===== src/rtl/pilha_param.sv =====
// pilha_param: parametrised LIFO with registered top, level count, full/empty and sticky error flags
module pilha_param #(
  parameter int LARGURA      = 11,
  parameter int PROFUNDIDADE = 7
) (
  input  logic                  clk,
  input  logic                  reset,
  input  logic [LARGURA-1:0]    dado,
  input  logic                  push,
  input  logic                  pop,
  input  logic                  limpa_erro,
  output logic [LARGURA-1:0]    topo,
  output logic [PROFUNDIDADE:0] nivel,
  output logic                  vazia,
  output logic                  cheia,
  output logic                  estouro,
  output logic                  subfluxo
);
  localparam int N = 2 ** PROFUNDIDADE;
  logic [LARGURA-1:0]    mem [0:N-2];
  logic [PROFUNDIDADE:0] nm1, nm2;
  logic                  do_push, do_pop, do_rep, err_o, err_u;
  logic [LARGURA-1:0]    abaixo;
  always_comb begin
    vazia   = nivel == '0;
    cheia   = nivel == (PROFUNDIDADE+1)'(N);
    nm1     = nivel - 1'b1;
    nm2     = nivel - 2'd2;
    do_push = push & (pop ? vazia : ~cheia);
    do_rep  = push & pop & ~vazia;
    do_pop  = pop & ~push & ~vazia;
    err_o   = push & ~pop & cheia;
    err_u   = pop & ~push & vazia;
    abaixo  = nivel >= (PROFUNDIDADE+1)'(2) ? mem[nm2[PROFUNDIDADE-1:0]] : '0;
  end
  // the old top spills into the array only when something was already on the stack
  always_ff @(posedge clk)
    if (!reset && do_push && !vazia) mem[nm1[PROFUNDIDADE-1:0]] <= topo;
  always_ff @(posedge clk) begin
    if (reset) begin
      topo     <= '0;
      nivel    <= '0;
      estouro  <= 1'b0;
      subfluxo <= 1'b0;
    end else begin
      topo     <= (do_push | do_rep) ? dado : do_pop ? abaixo : topo;
      nivel    <= do_push ? nivel + 1'b1 : do_pop ? nivel - 1'b1 : nivel;
      estouro  <= err_o | (estouro & ~limpa_erro);
      subfluxo <= err_u | (subfluxo & ~limpa_erro);
    end
  end
endmodule


===== config.mk =====
export PLATFORM = sky130hd
export DESIGN_NAME = pilha_param
export DESIGN_NICKNAME = d
export VERILOG_FILES = /design/src/rtl/pilha_param.sv
export SDC_FILE = /design/constraint.sdc
export NUM_CORES = 1
export LEC_CHECK = 0
export CAP_MARGIN = 15
export CORE_MARGIN = 3
export CORE_UTILIZATION = 45
export DETAILED_ROUTE_END_ITERATION = 8
export PLACE_DENSITY = 0.65
export SYNTH_ARGS = -nofsm -noshare
export SYNTH_HDL_FRONTEND = slang
export SYNTH_SLANG_ARGS = --single-unit

===== constraint.sdc =====
create_clock -name clk -period 7.95 [get_ports clk]
set_clock_uncertainty 0.2 [all_clocks]
set_input_delay 1.1925 -clock clk [delete_from_list [all_inputs] [get_ports clk]]
set_output_delay 1.1925 -clock clk [all_outputs]
set_load 0.01 [all_outputs]

## After elaboration in Yosys (flattened, before gate mapping)

Memory sizes are Yosys's and may differ from the RTL's.
Index checks and enable logic that the tools add are counted.

| cells by class | value |
|---|---|
| add/sub/neg operators | 3 |
| magnitude comparators | 1 |
| eq/ne operators | 1 |
| multiplexer cells | 8 |
| bitwise logic cells | 18 |
| reductions and logical operators | 7 |

Operators with widths:

| cell | count |
|---|---|
| 2-to-1 mux 11 bit | 3 |
| 2-to-1 mux 8 bit | 2 |
| AND 1 bit | 10 |
| adder 8 x 1 -> 8 bit (second input constant) | 1 |
| equality test 8 bit (second input constant) | 1 |
| >= comparator 8 x 2 -> 1 bit (second input constant) | 1 |
| zero test 8 bit | 1 |
| subtractor 8 x 1 -> 8 bit (second input constant) | 1 |
| subtractor 7 x 2 -> 7 bit (second input constant) | 1 |
| inverter 1 bit | 5 |
| nonzero test 2 bit | 2 |
| 2-to-1 mux 1 bit | 3 |
| OR 1 bit | 3 |
| logical AND 1 bit | 2 |
| zero test 1 bit | 2 |

| storage, ports and cells | value |
|---|---|
| register bits after elaboration | 21 |
| memory bits (writable) | 1397 |
| input bits | 16 |
| output and inout bits | 23 |
| logic and storage cells | 43 |
| memories | 1 |

Memory list:

| memory | words | bits a word | read ports | clocked after Yosys merged registers in | write ports | line | RTL |
|---|---|---|---|---|---|---|---|
| mem | 127 | 11 | 1 | 0 | 1 | 20 | `logic [LARGURA-1:0] mem [0:N-2];` |

## Depth between registers and ports, before layout

| logic depth | value |
|---|---|
| depth after elaboration | 8 |
| mapped depth | 14 |
| mapped depth without buffers | 8 |

## Worst setup path after synthesis

OpenSTA, ideal clock, no wires.

| timing | value |
|---|---|
| path type | register to register |
| start | register nivel[1] |
| end | memory mem[105][0] (enable) |
| library setup time | 0.378 ns |
| data arrival time | 3.224 ns |
| data required time | 7.372 ns |
| setup slack | 4.148 ns |
| cell stages (with the launch flop) | 13 |
| buffers on the path | 5 |
| period minus slack after synthesis | 3.802 ns |
| path through | dfxtp_1 buf_2 buf_2 buf_2 buf_2 inv_1 ha_1 nor4b_1 and2_1 nor4_4 nand3_1 buf_2 nor2_1 |

| on the way | value |
|---|---|
| cells in the longest elaborated chain, start to end | 8 |
| elaborated cells between the ends (all ways) | 11 |
| those cells by class | 1 x add/sub; 1 x eq/ne; 3 x mux; 2 x bitwise; 4 x reduce/logical |

RTL lines:

| item | line | RTL |
|---|---|---|
| from (decl) | 13 | `output logic [PROFUNDIDADE:0] nivel,` |
| from (signal assigned) | 47 | `nivel <= do_push ? nivel + 1'b1 : do_pop ? nivel - 1'b1 : nivel;` |
| equality test 8 bit | 26 | `cheia = nivel == (PROFUNDIDADE+1)'(N);` |
| inverter 1 bit | 29 | `do_push = push & (pop ? vazia : ~cheia);` |
| 2-to-1 mux 1 bit | 29 |  |
| AND 1 bit | 29 |  |
| logical AND 1 bit (2 in series) | 38 | `if (!reset && do_push && !vazia) mem[nm1[PROFUNDIDADE-1:0]] <= topo;` |
| 2-to-1 mux 1 bit | 38 |  |
| 2-to-1 mux 1 bit (implied by the code) | 38 |  |
| to (decl) | 20 |  |

Parallel ways exist; a longest one is shown, timed or not.

## Worst setup path in the final report

| timing | value |
|---|---|
| start | register nivel[1] |
| end | memory mem[89][6] (enable) |

The elaborated chain is that of the path after synthesis.

==> out/qor.csv <==
stage,metric,value,unit
outcome,status,"finished, final reports clean",
synthesis,yosysSeqAreaShare,0.760,
synthesis,synth-async-reset-ratio,0,
pwr,p_leak,18.9,nW
clock_network,numCtsBuffers,143,
global_route,antenna_found_initial,3,
synthesis,syn_nets,2724,
critical_path,startpoint,nivel[1]$_SDFFE_PP0P_,
detailed_routing,routedWlPerCell,29.9,um
cells_and_area,drive_gt1_frac,0.202,
clock_network,cts.clk_slew.worst_paths,0.06,ns
critical_path,slowest_delay,1.15,ns
detailed_routing,ant_nets,0,
place,numPortBuffers,38,
job,max_cap_violations,0,
synthesis,synth-warning-count,0,
critical_path,path_class,reg2reg,
worst_hold_path,min_from,estouro$_SDFF_PP0_,
cells_and_area,syn2layout_area_growth,11.2,%
synthesis,avgSynthCellArea,20.6,um^2
clock_network,hold_buffers,0,
synthesis,synth_area,0.0557,mm^2
critical_path,cp_cell_sequence,inv_1 -> ha_1 -> nor4b_1 -> and2_1 -> nor4_4 -> nand3_2 -> nor2_1,
synthesis,synth_seq_cells,1418,
timing,maxSlewViolCount,0,
worst_hold_path,hp-class,reg2reg,
timing,tightest_slew,1.24,ns
critical_path,r2r-start,nivel[1]$_SDFFE_PP0P_,
critical_path,cp_slowest_cell,nor2_1,
timing,rsz0062_at_grt,false,
synthesis,synth_top_cell_by_area,edfxtp_1,
cells_and_area,stdcell_area,0.0620,mm^2
detailed_routing,wl,135000,um
synthesis,ys_types,58,
place,hpwl,81300,um
floorplanning,die_x,358,um
synthesis,synth_enable_flop_cells,1397,
floorplanning,fp.coreArea,0.122,mm^2
clock_network,cts_tree,built,
detailed_routing,drt_pre_antenna_iters,5,
clock_network,cts_resized,0,
timing,setup_violations,0,
synthesis,yosysMostFrequentCell,edfxtp_1,
timing,max_freq,204,MHz
place,dpl_cell_area,0.0575,mm^2
place,pre_cts_ws,2.98,ns
global_route,grt_usage,0.213,
critical_path,path_max_fanout,46,
clock_network,cts-root-buf,clkbuf_16,
pwr,ir_drop,0.425,mV
place,globalplace.congestion,0.850,
critical_path,cp-start-kind,flop,
synthesis,synth_cells,2701,
timing,fin_ws,3.06,ns
global_route,grt_pass1_vias,28000,
timing,fin_setup_tns,0,ns
clock_network,clk_latency,0.74,ns
timing,maxSlewHeadroom,0.172,
detailed_routing,drtIter0Drc,3426,
timing,final_hold_viol_count,0,
global_route,overflow,0,
timing,min_period,4.89,ns
synthesis,synth_top_area_frac,0.753,
floorplanning,num_io_pins,39,
floorplanning,rows,128,
global_route,grt_max_degree,134,
critical_path,crit_arrival,5.03,ns
clock_network,clock-sinks,1418,
timing,post-route-period-util,0.615,
synthesis,synth_area_leaders,"edfxtp_1 75%, mux4_2 13%, mux2i_1 1.8%",
critical_path,worstPathBufferInverterCount,1,
synthesis,synth_flop_cell,edfxtp_1,
synthesis,netlist_top_cells_count,"1,397 x edfxtp_1, 312 x mux4_2, 168 x nor2_1",
cells_and_area,utilization,0.506,
detailed_routing,via_count,27600,
clock_network,postCtsSetupBuffers,0,
floorplanning,dieArea,0.128,mm^2
clock_network,cts_max_level,4,
critical_path,required,8.09,ns
cells_and_area,nFillCells,9622,
detailed_routing,drc_errors,0,
detailed_routing,vias_per_cell,6.12,
critical_path,end_kind,flop,
pwr,power_density,352,mW/mm^2
cells_and_area,nets,2793,
floorplanning,die_y,358,um
critical_path,cp_top_family,simple AND/OR/NAND/NOR gates,
floorplanning,start_util,0.455,
timing,whs,0.306,ns
clock_network,clock_path_buffers,3,
global_route,grt_pass1_wl,197000,um
[where the power goes]
group | total (mW) | switching, mW | internal [mW]
sequential | 9.04 | 0.288 | 8.75
clock | 6.46 | 2.70 | 3.77
combinational | 6.32 | 4.20 | 2.12
total | 21.8 | 7.19 | 14.6
[per-layer routing]
metal | GRT usage | share of wire | wire (um)
met2 | 0.334 | 0.48 | 64300
met3 | 0.0466 | 0.092 | 12400
met1 | 0.298 | 0.40 | 53500
met4 | 0.0711 | 0.032 | 4370
met5 | 0 | 0.000067 | 9
[final timing paths]
| path | cells after the start | slack (ns) | end |
|---|---|---|---|
| setup reg to reg | 7 | 3.06 | mem[89][6]$_DFFE_PP_ |
| hold reg to reg | 2 | 0.31 | estouro$_SDFF_PP0_ |
| hold / removal | 2 | 0.31 | estouro$_SDFF_PP0_ |
| setup / recovery | 7 | 3.06 | mem[89][6]$_DFFE_PP_ |
[metrics by stage]
step | power, mW | cells
floorplan | 13.3 | 2701
global placement | 15.4 | 4247
detailed placement | 15.5 | 4248
CTS | 21.9 | 4500
global route | 22.6 | 4502
finish | 21.8 | 4504
[state kept, by name (all words and copies together), names as in the netlist]
register	cells
topo	11
nivel	8
mem	1397
subfluxo	1
estouro	1
[layout make-up]
class | instances | area (um^2) | area share
Antenna cell | 2 | 5.00 | 0.0000808
Clock buffer | 169 | 3740 | 0.0603
Timing Repair Buffer | 80 | 762 | 0.0123
Sequential cell | 1418 | 42400 | 0.685
Tap cell | 1625 | 2030 | 0.0328
Clock inverter | 83 | 733 | 0.0118
Inverter | 8 | 30.0 | 0.000485
Multi-Input combinational cell | 1119 | 12200 | 0.198
[logic make-up (layout without fill, tap and decap cells)]
logic type,Yosys count,after routing,share of synthesized area
flops,1418,1418,0.760
xor+xnor,16,16,0.00285
fa+ha+maj,7,7,0.00157
simple gates,419,419,0.0331
other cells,0,2,0
mux,423,423,0.149
compound gates,254,254,0.0322
buf+inv,164,340,0.0210
[cell usage in the layout, fill, tap and decap left out, types with 5 or more instances in the layout]
cell and n:
nor4_1 6, clkbuf_16 146, mux4_1 10, inv_6 6
o211ai_1 9, a31o_1 7, nand2_1 113, and3_1 10
clkbuf_1 23, a22oi_1 45, nand3_1 76, xnor2_1 6
mux4_2 312, a221oi_1 42, nor2_1 166, o2111ai_1 8
buf_4 36, o21ai_0 15, a21oi_1 53, clkinv_2 21
a31oi_1 40, nor3_1 11, ha_1 6, clkinv_1 39
clkdlybuf4s50_1 38, inv_1 7, edfxtp_1 1397, o21ai_1 9
dfxtp_1 8, buf_12 5, xor2_1 8, mux2i_1 101
and2_1 7, bufinv_16 13, dfxtp_4 13
[worst register-to-register path: cells and delay by family (launching register included)]
| family | cells | cell delay, ns |
|---|---|---|
| AND/OR/NAND/NOR | 5 | 2.88 |
| flip-flops | 1 | 0.77 |
| buffers and inverters | 1 | 0.34 |
| adder cells (fa/ha/maj) | 1 | 0.32 |
Note: power is estimated with default switching activity, not from simulation.
